## config.mk

```make
export PLATFORM = sky130hd
export DESIGN_NAME = pipe_stage_reg
export DESIGN_NICKNAME = d
export VERILOG_FILES = /design/src/rtl/pipe_stage_reg.sv
export SDC_FILE = /design/constraint.sdc
export NUM_CORES = 1
export LEC_CHECK = 0
export CORE_MARGIN = 8
export CORE_UTILIZATION = 41
export CTS_CLUSTER_DIAMETER = 80
export DETAILED_ROUTE_END_ITERATION = 6
export HOLD_SLACK_MARGIN = 0.1
export PLACE_DENSITY_LB_ADDON = 0.15
export SLEW_MARGIN = 20
export SYNTH_ARGS = -nofsm -noshare
export SYNTH_HDL_FRONTEND = slang
export SYNTH_SLANG_ARGS = --single-unit
```

## constraint.sdc

```tcl
create_clock -name clk -period 2.8 [get_ports clk]
set_clock_uncertainty 0.05 [all_clocks]
set_input_delay 0.56 -clock clk [delete_from_list [all_inputs] [get_ports clk]]
set_output_delay 0.56 -clock clk [all_outputs]
set_load 0.03 [all_outputs]
```

## src/rtl/pipe_stage_reg.sv

```systemverilog
// Pipeline-boundary register with valid/ready handshake, flush, hold and a saturating stall counter.
// Define PIPE_STAGE_SKID_EN to build the 2-entry skid version with a registered in_ready.
module pipe_stage_reg #(
    parameter int unsigned           DATA_W  = 64,
    parameter logic [DATA_W-1:0]     RST_VAL = {DATA_W{1'b0}},
    parameter int unsigned           CNT_W   = 16
) (
    input  logic              clk,
    input  logic              rst,
    input  logic              hold,
    input  logic              flush,
    input  logic              in_valid,
    output logic              in_ready,
    input  logic [DATA_W-1:0] in_data,
    output logic              out_valid,
    input  logic              out_ready,
    output logic [DATA_W-1:0] out_data,
    input  logic              cnt_clr,
    output logic [CNT_W-1:0]  stall_cnt
);

    localparam logic [CNT_W-1:0] CNT_MAX = '1;

    logic accept;
    logic pop;

    assign pop    = out_valid & out_ready & ~hold;
    assign accept = in_valid & in_ready;

`ifdef PIPE_STAGE_SKID_EN
    logic              skid_valid;
    logic [DATA_W-1:0] skid_data;
    logic              main_free;

    // in_ready comes only from registered state; rst gating keeps it low during reset.
    assign in_ready  = ~skid_valid & ~hold & rst;
    assign main_free = ~out_valid | pop;

    // NOTE: sequential state uses non-blocking assignments so every register samples pre-edge values.
    always_ff @(posedge clk or negedge rst) begin
        if (!rst) begin
            out_valid  <= 1'b0;
            skid_valid <= 1'b0;
        end else if (flush) begin
            out_valid  <= 1'b0;
            skid_valid <= 1'b0;
        end else if (!hold) begin
            if (main_free) begin
                if (skid_valid) begin
                    out_valid  <= 1'b1;
                    skid_valid <= 1'b0;
                end else begin
                    out_valid <= accept;
                end
            end else if (accept) begin
                skid_valid <= 1'b1;
            end
        end
    end

    // NOTE: payload registers are reset to RST_VAL but never cleared by flush; only valid bits are killed.
    always_ff @(posedge clk or negedge rst) begin
        if (!rst) begin
            out_data  <= RST_VAL;
            skid_data <= RST_VAL;
        end else if (!flush && !hold) begin
            if (main_free) begin
                if (skid_valid) begin
                    out_data <= skid_data;
                end else if (accept) begin
                    out_data <= in_data;
                end
            end else if (accept) begin
                skid_data <= in_data;
            end
        end
    end
`else
    // Single entry: ready looks through to out_ready combinationally.
    assign in_ready = (~out_valid | out_ready) & ~hold & rst;

    always_ff @(posedge clk or negedge rst) begin
        if (!rst) begin
            out_valid <= 1'b0;
        end else if (flush) begin
            out_valid <= 1'b0;
        end else if (!hold) begin
            if (accept) begin
                out_valid <= 1'b1;
            end else if (pop) begin
                out_valid <= 1'b0;
            end
        end
    end

    always_ff @(posedge clk or negedge rst) begin
        if (!rst) begin
            out_data <= RST_VAL;
        end else if (!flush && !hold && accept) begin
            out_data <= in_data;
        end
    end
`endif

    // Backpressure profiling: counts cycles a valid beat is refused downstream.
    always_ff @(posedge clk or negedge rst) begin
        if (!rst) begin
            stall_cnt <= '0;
        end else if (cnt_clr) begin
            stall_cnt <= '0;
        end else if (out_valid && !out_ready && !hold && !flush && stall_cnt != CNT_MAX) begin
            stall_cnt <= stall_cnt + 1'b1;
        end
    end

endmodule

```

* Word level (Yosys, flattened, before mapping)
Cells that the tools add are included.
** Word-level totals
- Input bits :: 71
- Flip-flop bits (word level) :: 81
- Output and inout bits :: 82
- Word-level logic and storage cells :: 32
** Cells by class
- Muxes and demuxes :: 6
- Equal/unequal tests :: 2
- Reduce and logical (&&, ||, !) cells :: 12
- Add/sub/neg operators :: 1
- Bitwise operators :: 8
** Operator list (count)
- 2-to-1 mux 16 bit :: 2
- adder 16 x 1 -> 16 bit (second input constant) :: 1
- inequality test 16 bit (second input constant) :: 1
- logical AND 1 bit :: 6
- AND 1 bit :: 5
- 2-to-1 mux 1 bit :: 4
- logical NOT 1 bit :: 3
- nonzero test 3 bit :: 1
- inequality test 2 x 1 -> 1 bit (second input constant) :: 1
- inverter 1 bit :: 2
- AND reduction 2 bit :: 1
- nonzero test 2 bit :: 1
- OR 1 bit :: 1

* Logic depth before layout (Yosys ltp)
Gate-level depths: netlist (run 1).
- Depth in word-level cells :: 8
- Depth in mapped cells :: 6
- Gate-level depth less buffers :: 5

* Worst setup path after synthesis (run 1)
No wires, ideal clock.
- Path kind :: register -> register
- Start point :: register out_valid
- End point :: register out_data[0]
- Setup slack :: 0.180 ns
- Data arrival time :: 2.442 ns
- Setup time :: 0.128 ns
- Data required time :: 2.622 ns
- Stages on the path, launching flop included :: 7
- Clock period less this slack :: 2.620 ns
- Path buffers :: 2
- Path through :: dfrtp_1 -> nor2b_1 -> nor3b_1 -> and3_1 -> buf_2 -> buf_2 -> mux2_1
** Between the ends
- Word-level cells in the longest chain between the ends :: 6
** Ends and longest elaborated chain
- start, declared :: RTL line 15 : output logic out_valid,
- start signal, assigned :: RTL line 84 : out_valid <= 1'b0;
- start signal, assigned :: RTL line 86 : out_valid <= 1'b0;
- start signal, assigned :: RTL line 89 : out_valid <= 1'b1;
- inverter 1 bit :: RTL line 80 : assign in_ready = (~out_valid | out_ready) & ~hold & rst;
- OR 1 bit :: RTL line 80
- AND 1 bit (2 in series) :: RTL line 80
- via in_ready :: RTL line 13 : output logic in_ready,
- AND 1 bit :: RTL line 28 : assign accept = in_valid & in_ready;
- logical AND 1 bit :: RTL line 99 : end else if (!flush && !hold && accept) begin
- end signal, assigned :: RTL line 100 : out_data <= in_data;
- end, declared :: RTL line 17 : output logic [DATA_W-1:0] out_data,
The timed path passes the listed nets, and every way through them passes these cells.
A chain may end at the register's enable or synchronous reset.

* Final worst setup path (run 1)
- Start point :: input port hold
- End point :: register stall_cnt[14]
** Between the ends
- Word-level cells in the longest chain between the ends :: 5
** Ends and longest elaborated chain
- start, declared :: RTL line 10 : input logic hold,
- logical NOT 1 bit :: RTL line 111 : end else if (out_valid && !out_ready && !hold && !flush && stall_cnt != CNT_MAX) begin
- logical AND 1 bit (3 in series) :: RTL line 111
- nonzero test 2 bit (no source line)
- end signal, assigned :: RTL line 112 : stall_cnt <= stall_cnt + 1'b1;
- end, declared :: RTL line 19 : output logic [CNT_W-1:0] stall_cnt
Every way passes these cells.

==> results of run 1 <==
[worst register-to-register path, delay by kind of cell (launching register included)]
family,cells,cell delay [ns]
simple gates,3,1.09
fa+ha+maj,1,0.26
compound gates,1,0.16
flops,1,0.44
[per-stage QoR]
stage | cells | utilization | hold slack (ns)
after floorplan | 241 | - | 0.214
after global placement | 492 | 0.619 | 0.416
after detailed placement | 492 | 0.619 | 0.424
after CTS | 507 | 0.645 | 0.246
after global routing | 507 | 0.645 | 0.273
final | 507 | 0.645 | 0.235
[cell usage in the layout, fill, tap and decap left out, drive strengths merged, types with 4 or more instances in the layout]
cell type      instances
mux2                  66
and4                   6
o31ai                  8
buf                    7
clkbuf                10
clkdlybuf4s50        150
or4                    7
a21oi                 12
dfrtp                 81
and3                   6
nand3                  8
inv                    4
nand2                  5
[registers in the layout (all words and copies together) (netlist names)]
name       count
out_valid      1
out_data      64
stall_cnt     16
[cells by family after synthesis]
logic type               after synthesis
buffers and inverters                 15
adder cells (fa/ha/maj)                1
AO/OA/AOI/OAI                         28
AND/OR/NAND/NOR                       50
flip-flops                            81
multiplexers                          66
[synthesized netlist by cell type, types with 2 or more instances]
cell type / count
o21ai_0: 3
nand4_1: 3
nor2b_1: 3
inv_1: 4
o41ai_1: 2
and3_1: 6
or3_1: 3
and4_1: 6
or4_1: 7
nor2_1: 2
o31ai_1: 8
clkbuf_1: 2
dfrtp_1: 81
mux2_1: 50
nand3_1: 8
a21oi_1: 12
mux2_2: 16
nand2_1: 5
buf_2: 8
[area by class of cell]
type	count	area [µm²]
clock buffer	10	128
inverter	4	15.0
clock inverter	5	81.3
sequential	81	2030
timing repair buffer	157	1570
tap	105	131
multi-input combinational	145	1270
fill	659	2880
[how the worst max path moves through the flow]
stage | cells after the start | end | slack (ns)
after floorplan | 6 | out_data[0]$_DFFE_PN0P_ | 0.18
after global placement | 5 | stall_cnt[14]$_DFFE_PN0P_ | 0.22
after detailed placement | 5 | stall_cnt[14]$_DFFE_PN0P_ | 0.19
after CTS | 5 | stall_cnt[14]$_DFFE_PN0P_ | 0.56
after global routing | 5 | stall_cnt[14]$_DFFE_PN0P_ | 0.47
final | 5 | stall_cnt[14]$_DFFE_PN0P_ | 0.54
[layer usage]
layer  share of wire  up-vias
li1                -     1211
met1            0.45     1262
met2            0.44      108
met3           0.099        9
met4           0.013        0
met5               0        -
[report_power, final]
group / internal, mW / leakage [nW] / switching [mW]
registers: 1.38 / 1.01 / 0.0962
clock network: 0.498 / 0.102 / 0.414
logic: 0.566 / 1.03 / 0.653
==> results.cfg, run 1 <==
[detailed_routing]
remaining_drc_errors = 0
routed_length_per_placed_instance_um = 17.2
route.vias.total = 2590
viasPerCell = 5.11
postRouteWirelength_um = 8700
drt_pass1_iterations = 4
antenna_left = 0
first_iter_violations = 77

[sta]
postLayoutSetupSlackWorst_ns = 0.540
finalCriticalPeriod_ns = 2.26
setup-tns-final_ns = 0
final-max-slew-violation-count = 0
max_slew_margin = 0.537
timing.final.crit_share = 0.807
max_slew.worst_pin.slew_ns = 0.692
setup_violations = 0
clock.fmax_mhz = 443
hold_violations = 0
rsz0062_at_grt = no

[global_routing]
maximum_number_of_pins_on_one_net_before_global_route_repair = 51
grt_overflow = 0
grt_first_pass_wirelength_um = 13600
grt.busiest_layer = met2
antenna_violations_before_repair = 0
globalRouteTotalUtil = 0.151
first_global_vias = 2623
groute.layer.met2.usage = 0.230
grt_util_met1 = 0.183
grtUsageMet3 = 0.0672

[floorplan]
die-width_um = 107
io_pins = 153
floorplan.initialDensity = 0.415
floorplan.die_area_mm2 = 0.0113
die_y_um = 107
rows = 33
floorplan.core_area_mm2 = 0.00809

[min_path]
class_of_the_tightest_hold_or_removal_check = input pin to async pin

[layout]
synth_to_final_area_change_pct = 55.3
n_antenna_cell = 0
final_net_count = 470
final_area_mm2 = 0.00522
drive_above_1_share = 0.104

[run]
maxCapViolations = 0

[synthesis]
simple_gate_portion_of_the_synthesized_area = 0.0987
async_set_reset_flop_share_out_of_synthesis = 1.00
mean_syn_cell_area_um2 = 13.9
cell_type_contributing_the_most_total_cell_area_after_synthesis = dfrtp_1
synthFlopType = dfrtp_1
edff_count_synth = 0
synthDistinctLibCells = 31
synth_compound_area_frac = 0.0533
post_synth_mux_area_share = 0.221
ys_ff_latch = 81
post_synth_main_area_contributors = dfrtp_1, mux2_1, mux2_2
synth.yosys.seq_area_share = 0.603
syn_inst = 241
post_synth_fa_ha_maj_area_fraction = 0.00372
synth_warnings = 0
synth_top_cell_area_share = 0.603
synth_xor_area_frac = 0
post_synth_instance_area_mm2 = 0.00336
combinational_family_with_the_most_area_after_synthesis = multiplexers
synth.net_count = 313

[setup_path]
worstPathCellList = clkdlybuf4s50_1 > or4b_4 > nor4_2 > nand3_1 > mux2_1
worst-path-buf-inv = 1
critical_path.max_stage_delay_ns = 0.65
timing.critical_path.max_delay_family = simple AND/OR/NAND/NOR gates
rrSetupSlack_ns = 0.70
cp-start-kind = input pin
r2r.worst_path.cells = 5
regToRegStartpoint = stall_cnt[0]$_DFFE_PN0P_
crit_start = hold
worst_ep_required_time_ns = 2.98
worstPathMaxFanout = 14
crit_slowest_cell = or4b_4
endpoint_kind = flip-flop
worstSetupPathType = input pin to flip-flop
rr_endpoint = stall_cnt[4]$_DFFE_PN0P_
worstPathArrival_ns = 2.44

[power_and_ir_drop]
p_total_mw = 3.61
power.density_mw_per_mm2 = 692
ir_drop_mv = 0.379
power.leakage_nw = 2.13

[clock_tree]
cts-hold-fix-buffers = 0
numCtsBuffers = 9
cts_resized = 0
cts.sinks = 81
post_cts.repair.setup_buffers = 0
cts_tree = done
ctsLongestPathBuffers = 2
worst_setup_hold_path_clk_slew_ns = 0.08
clock_insertion_delay_worst_skew_ns = 0.34
cts.htree.levels = 3
ctsRootBufferMaster = clkbuf_8

[place]
detailedPlacementHpwl_um = 6610
place_area_mm2 = 0.00501
place.port_buffers = 152
dp_slack_ns = 0.187
routabilityCongestion = 0.772

[status]
outcome = complete, no violations
Note: power is estimated with default switching activity, not from simulation.
==> run 2: changes to the inputs <==
==> constraint.sdc (replaced) <==
create_clock -name clk -period 2.3 [get_ports clk]
set_clock_uncertainty 0.05 [all_clocks]
set_input_delay 0.46 -clock clk [delete_from_list [all_inputs] [get_ports clk]]
set_output_delay 0.46 -clock clk [all_outputs]
set_load 0.03 [all_outputs]
==> results.cfg, run 2 (synthesized netlist as in run 1, its figures left out) <==
[min_path]
class_of_the_tightest_hold_or_removal_check = input pin to async pin

[layout]
synth_to_final_area_change_pct = 58.3
seq_area_mm2 = 0.00203
area_of_combinational_cells_with_multiple_inputs_mm2 = 0.00127
final_net_count = 481
final_core_utilization = 0.657
final_area_mm2 = 0.00532
layout.cells.most_common_list = clkdlybuf4s50_1, dfrtp_1, mux2_1
drive_above_1_share = 0.133
top_register = out_data
largest_reg_flops = 64
biggestRegsByFlops = out_data x64, stall_cnt x16, out_valid x1
final_common_cell = clkdlybuf4s50_1
n_antenna_cell = 0
final.fill_count = 633

[detailed_routing]
antenna_left = 0
route.vias.total = 2663
viasPerCell = 5.14
first_iter_violations = 132
remaining_drc_errors = 0
drt_pass1_iterations = 4
postRouteWirelength_um = 9070
routed_length_per_placed_instance_um = 17.5

[clock_tree]
numCtsBuffers = 9
cts.htree.levels = 3
ctsRootBufferMaster = clkbuf_8
cts.sinks = 81
cts-hold-fix-buffers = 0
clock_insertion_delay_worst_skew_ns = 0.34
worst_setup_hold_path_clk_slew_ns = 0.09
cts_resized = 0
post_cts.repair.setup_buffers = 0
cts_tree = done
ctsLongestPathBuffers = 2

[setup_path]
cp-start-kind = input pin
worstPathMaxFanout = 3
worstSetupPathType = input pin to primary output
rr_endpoint = stall_cnt[3]$_DFFE_PN0P_
rrSetupSlack_ns = 0.19
regToRegStartpoint = stall_cnt[1]$_DFFE_PN0P_
worstPathArrival_ns = 1.62
endpoint_kind = primary output
r2r.worst_path.cells = 5
worst_ep_required_time_ns = 1.79

[sta]
final-max-slew-violation-count = 0
timing.final.crit_share = 0.924
rsz0062_at_grt = no
max_slew.worst_pin.slew_ns = 0.567
finalCriticalPeriod_ns = 2.13
setup_violations = 0
postLayoutSetupSlackWorst_ns = 0.174
clock.fmax_mhz = 470
worst_hold_slack_ns = 0.117
hold_violations = 0
max_slew_margin = 0.621

[power_and_ir_drop]
clockPowerShare = 0.261
p_comb_frac = 0.335
power.share.sequential = 0.404
sw_frac_of_total = 0.323
p_total_mw = 4.47
p_sw_mw = 1.44
power.leakage_nw = 2.20
power.density_mw_per_mm2 = 840
ir_drop_mv = 0.482
internal_power_mw = 3.02

[place]
detailedPlacementHpwl_um = 6860
place_area_mm2 = 0.00509
dp_slack_ns = -0.174
routabilityCongestion = 0.832
place.port_buffers = 152

[global_routing]
antenna_violations_before_repair = 0
globalRouteTotalUtil = 0.159
grt_overflow = 0
maximum_number_of_pins_on_one_net_before_global_route_repair = 47
grt_first_pass_wirelength_um = 14500
first_global_vias = 2789

[floorplan]
die_y_um = 107
die-width_um = 107
floorplan.initialDensity = 0.415
rows = 33
io_pins = 153
floorplan.core_area_mm2 = 0.00809
floorplan.die_area_mm2 = 0.0113

[status]
outcome = complete, no violations

[run]
maxCapViolations = 0
==> run 2: per-stage QoR <==
step           setup TNS [ns]  instances
3_5_place_dp            -6.08        503
4_1_cts                     0        518
5_1_grt                     0        518
3_3_place_gp            -3.69        503
2_1_floorplan               0        241
6_report                    0        518
==> run 2: area by class of cell <==
cell class	count	share of cell area
timing repair buffer	168	0.310
clock inverter	5	0.0162
clock buffer	10	0.0259
tap	105	0.0247
multi-input combinational	145	0.239
inverter	4	0.00282
sequential	81	0.381
==> run 2: worst max-delay path by stage <==
stage | to | from | slack, ns
floorplan | out_data[0]$_DFFE_PN0P_ | out_valid$_DFFE_PN0P_ | 0.01
global placement | stall_cnt[14]$_DFFE_PN0P_ | hold | -0.12
detailed placement | stall_cnt[9]$_DFFE_PN0P_ | flush | -0.17
CTS | in_ready | out_ready | 0.17
global route | stall_cnt[3]$_DFFE_PN0P_ | stall_cnt[1]$_DFFE_PN0P_ | 0.08
finish | in_ready | out_ready | 0.17
==> run 2: worst max-delay path: stages <==
cell	delay, ns
clkdlybuf4s50_1	0.52
buf_4	0.13
nor2b_1	0.04
nor3b_2	0.18
buf_4	0.13
buf_4	0.15
==> run 2: routing by layer <==
layer  vias to the layer above  wire length [µm]  GRT usage  part of all wire
met5                         -                 0          0                 0
met4                         0                72     0.0543            0.0079
met1                      1319              3760      0.197              0.41
met3                         8               949     0.0672              0.10
met2                       110              4280      0.246              0.47
li1                       1226                 -          -                 -
==> run 2: power groups by stage <==
stage	clock network (mW)	logic (mW)	registers (mW)
2_1_floorplan	0	0.208	2.36
3_3_place_gp	0	1.50	1.82
3_5_place_dp	0	1.52	1.84
4_1_cts	1.20	1.52	1.81
5_1_grt	1.25	1.57	1.84
6_report	1.17	1.50	1.81
==> run 3: changes to the inputs <==
--- a/config.mk
+++ b/config.mk
@@ -6,7 +6,7 @@
 export NUM_CORES = 1
 export LEC_CHECK = 0
 export CORE_MARGIN = 8
-export CORE_UTILIZATION = 41
+export CORE_UTILIZATION = 40
 export CTS_CLUSTER_DIAMETER = 80
 export DETAILED_ROUTE_END_ITERATION = 6
 export HOLD_SLACK_MARGIN = 0.1
==> results.cfg, run 3 (synthesized netlist as in run 1, its figures left out) <==
[status]
outcome = complete, no violations

[clock_tree]
numCtsBuffers = 9
ctsRootBufferMaster = clkbuf_8
cts_resized = 0
post_cts.repair.setup_buffers = 0
cts_tree = done
cts-hold-fix-buffers = 0
worst_setup_hold_path_clk_slew_ns = 0.09
ctsLongestPathBuffers = 2
cts.htree.levels = 3
cts.sinks = 81
clock_insertion_delay_worst_skew_ns = 0.34

[setup_path]
endpoint_kind = primary output
crit_slowest_cell = clkdlybuf4s50_1
worstPathArrival_ns = 1.57
cp-start-kind = input pin
worstPathCellList = clkdlybuf4s50_1 > buf_4 > nor2b_1 > nor3b_2 > buf_4 > buf_4
critical_path.max_stage_delay_ns = 0.48
worstPathMaxFanout = 3
timing.critical_path.max_delay_family = buffers and inverters
regToRegStartpoint = stall_cnt[1]$_DFFE_PN0P_
crit_top_cell = buf_4
worst_ep_required_time_ns = 1.79
crit_start = out_ready
worstSetupPathType = input pin to primary output
worst-path-buf-inv = 4

[layout]
drive_above_1_share = 0.129
final_area_mm2 = 0.00533
layout.cells.most_common_list = clkdlybuf4s50_1, dfrtp_1, mux2_1
top_register = out_data
biggestRegsByFlops = out_data x64, stall_cnt x16, out_valid x1
final_common_cell = clkdlybuf4s50_1
n_antenna_cell = 0
largest_reg_flops = 64
final_net_count = 479
final.fill_count = 630
final_cell_count_no_fill = 517
synth_to_final_area_change_pct = 58.5

[global_routing]
maximum_number_of_pins_on_one_net_before_global_route_repair = 82
grt_first_pass_wirelength_um = 14200
grt_overflow = 0
globalRouteTotalUtil = 0.153
antenna_violations_before_repair = 0
first_global_vias = 2732

[power_and_ir_drop]
power.share.sequential = 0.396
ir_drop_mv = 0.573
power.density_mw_per_mm2 = 853
clockPowerShare = 0.275
p_comb_frac = 0.329
p_sw_mw = 1.44
power.leakage_nw = 2.20
internal_power_mw = 3.11
sw_frac_of_total = 0.316

[floorplan]
floorplan.initialDensity = 0.411
floorplan.die_area_mm2 = 0.0116
die-width_um = 108
rows = 33
die_y_um = 108
io_pins = 153
floorplan.core_area_mm2 = 0.00818

[detailed_routing]
routed_length_per_placed_instance_um = 17.4
route.vias.total = 2652
antenna_left = 0
viasPerCell = 5.13
drt_pass1_iterations = 4
first_iter_violations = 49
remaining_drc_errors = 0
postRouteWirelength_um = 9010

[sta]
timing.final.crit_share = 0.903
clock.fmax_mhz = 481
setup_violations = 0
max_slew.worst_pin.slew_ns = 0.720
rsz0062_at_grt = no
finalCriticalPeriod_ns = 2.08
max_slew_margin = 0.520
final-max-slew-violation-count = 0
hold_violations = 0
worst_hold_slack_ns = 0.201

[run]
maxCapViolations = 0

[place]
detailedPlacementHpwl_um = 6940
place_area_mm2 = 0.00508
dp.cells = 501
routabilityCongestion = 0.791
place.port_buffers = 152

[min_path]
class_of_the_tightest_hold_or_removal_check = input pin to async pin
run 3: changes by cell type in the layout (fill, tap and decap cells not counted), sizes merged:
cell,previous run,this run
bufinv,2,3
buf,18,16
clkinv,1,2
inv,6,5
run 3: path summary, 6_finish.rpt:
path	endpoint	slack (ns)	cells past startpoint
max	in_ready	0.22	6
min	stall_cnt[7]$_DFFE_PN0P_	0.20	2
max reg2reg	stall_cnt[3]$_DFFE_PN0P_	0.24	5
min reg2reg	out_data[27]$_DFFE_PN0P_	0.44	1
max in group asynchronous	out_data[36]$_DFFE_PN0P_	1.48	2
min in group clk	out_data[27]$_DFFE_PN0P_	0.44	1
run 3: worst register-to-register path, delay by kind of cell (launching register included):
kind	cells	cell delay [ns]
fa+ha+maj	1	0.24
flops	1	0.45
simple gates	3	1.09
compound gates	1	0.16
run 3: area by class of cell:
type	instances	area [µm²]	area share
well taps	105	131	0.0247
repair buffers	166	1640	0.307
clock inverters	6	115	0.0216
clock buffers	10	128	0.0240
flip-flops and latches	81	2030	0.381
inverters	4	15.0	0.00282
multi-input cells	145	1270	0.239
run 3: power groups by stage:
stage          Clock [mW]  Combinational (mW)  Sequential (mW)
6_report             1.25                1.49             1.80
2_1_floorplan           0               0.208             2.36
4_1_cts              1.28                1.52             1.81
3_5_place_dp            0                1.52             1.83
5_1_grt              1.34                1.57             1.84
3_3_place_gp            0                1.50             1.81
run 3: per-stage QoR:
stage	setup WS [ns]	total power, mW	TNS, ns	utilization
2_1_floorplan	0.0126	2.56	0	-
3_3_place_gp	-0.0977	3.32	-1.97	0.621
3_5_place_dp	-0.124	3.35	-3.65	0.621
4_1_cts	0.218	4.60	0	0.651
5_1_grt	0.114	4.74	0	0.652
6_report	0.223	4.54	0	0.652
run 3: routing by layer:
metal  track usage  up-vias  wire length (µm)
met2         0.246      104              4230
li1              -     1231                 -
met3        0.0491       10               796
met5             0        -                 0
met4        0.0545        0                89
met1         0.188     1307              3890
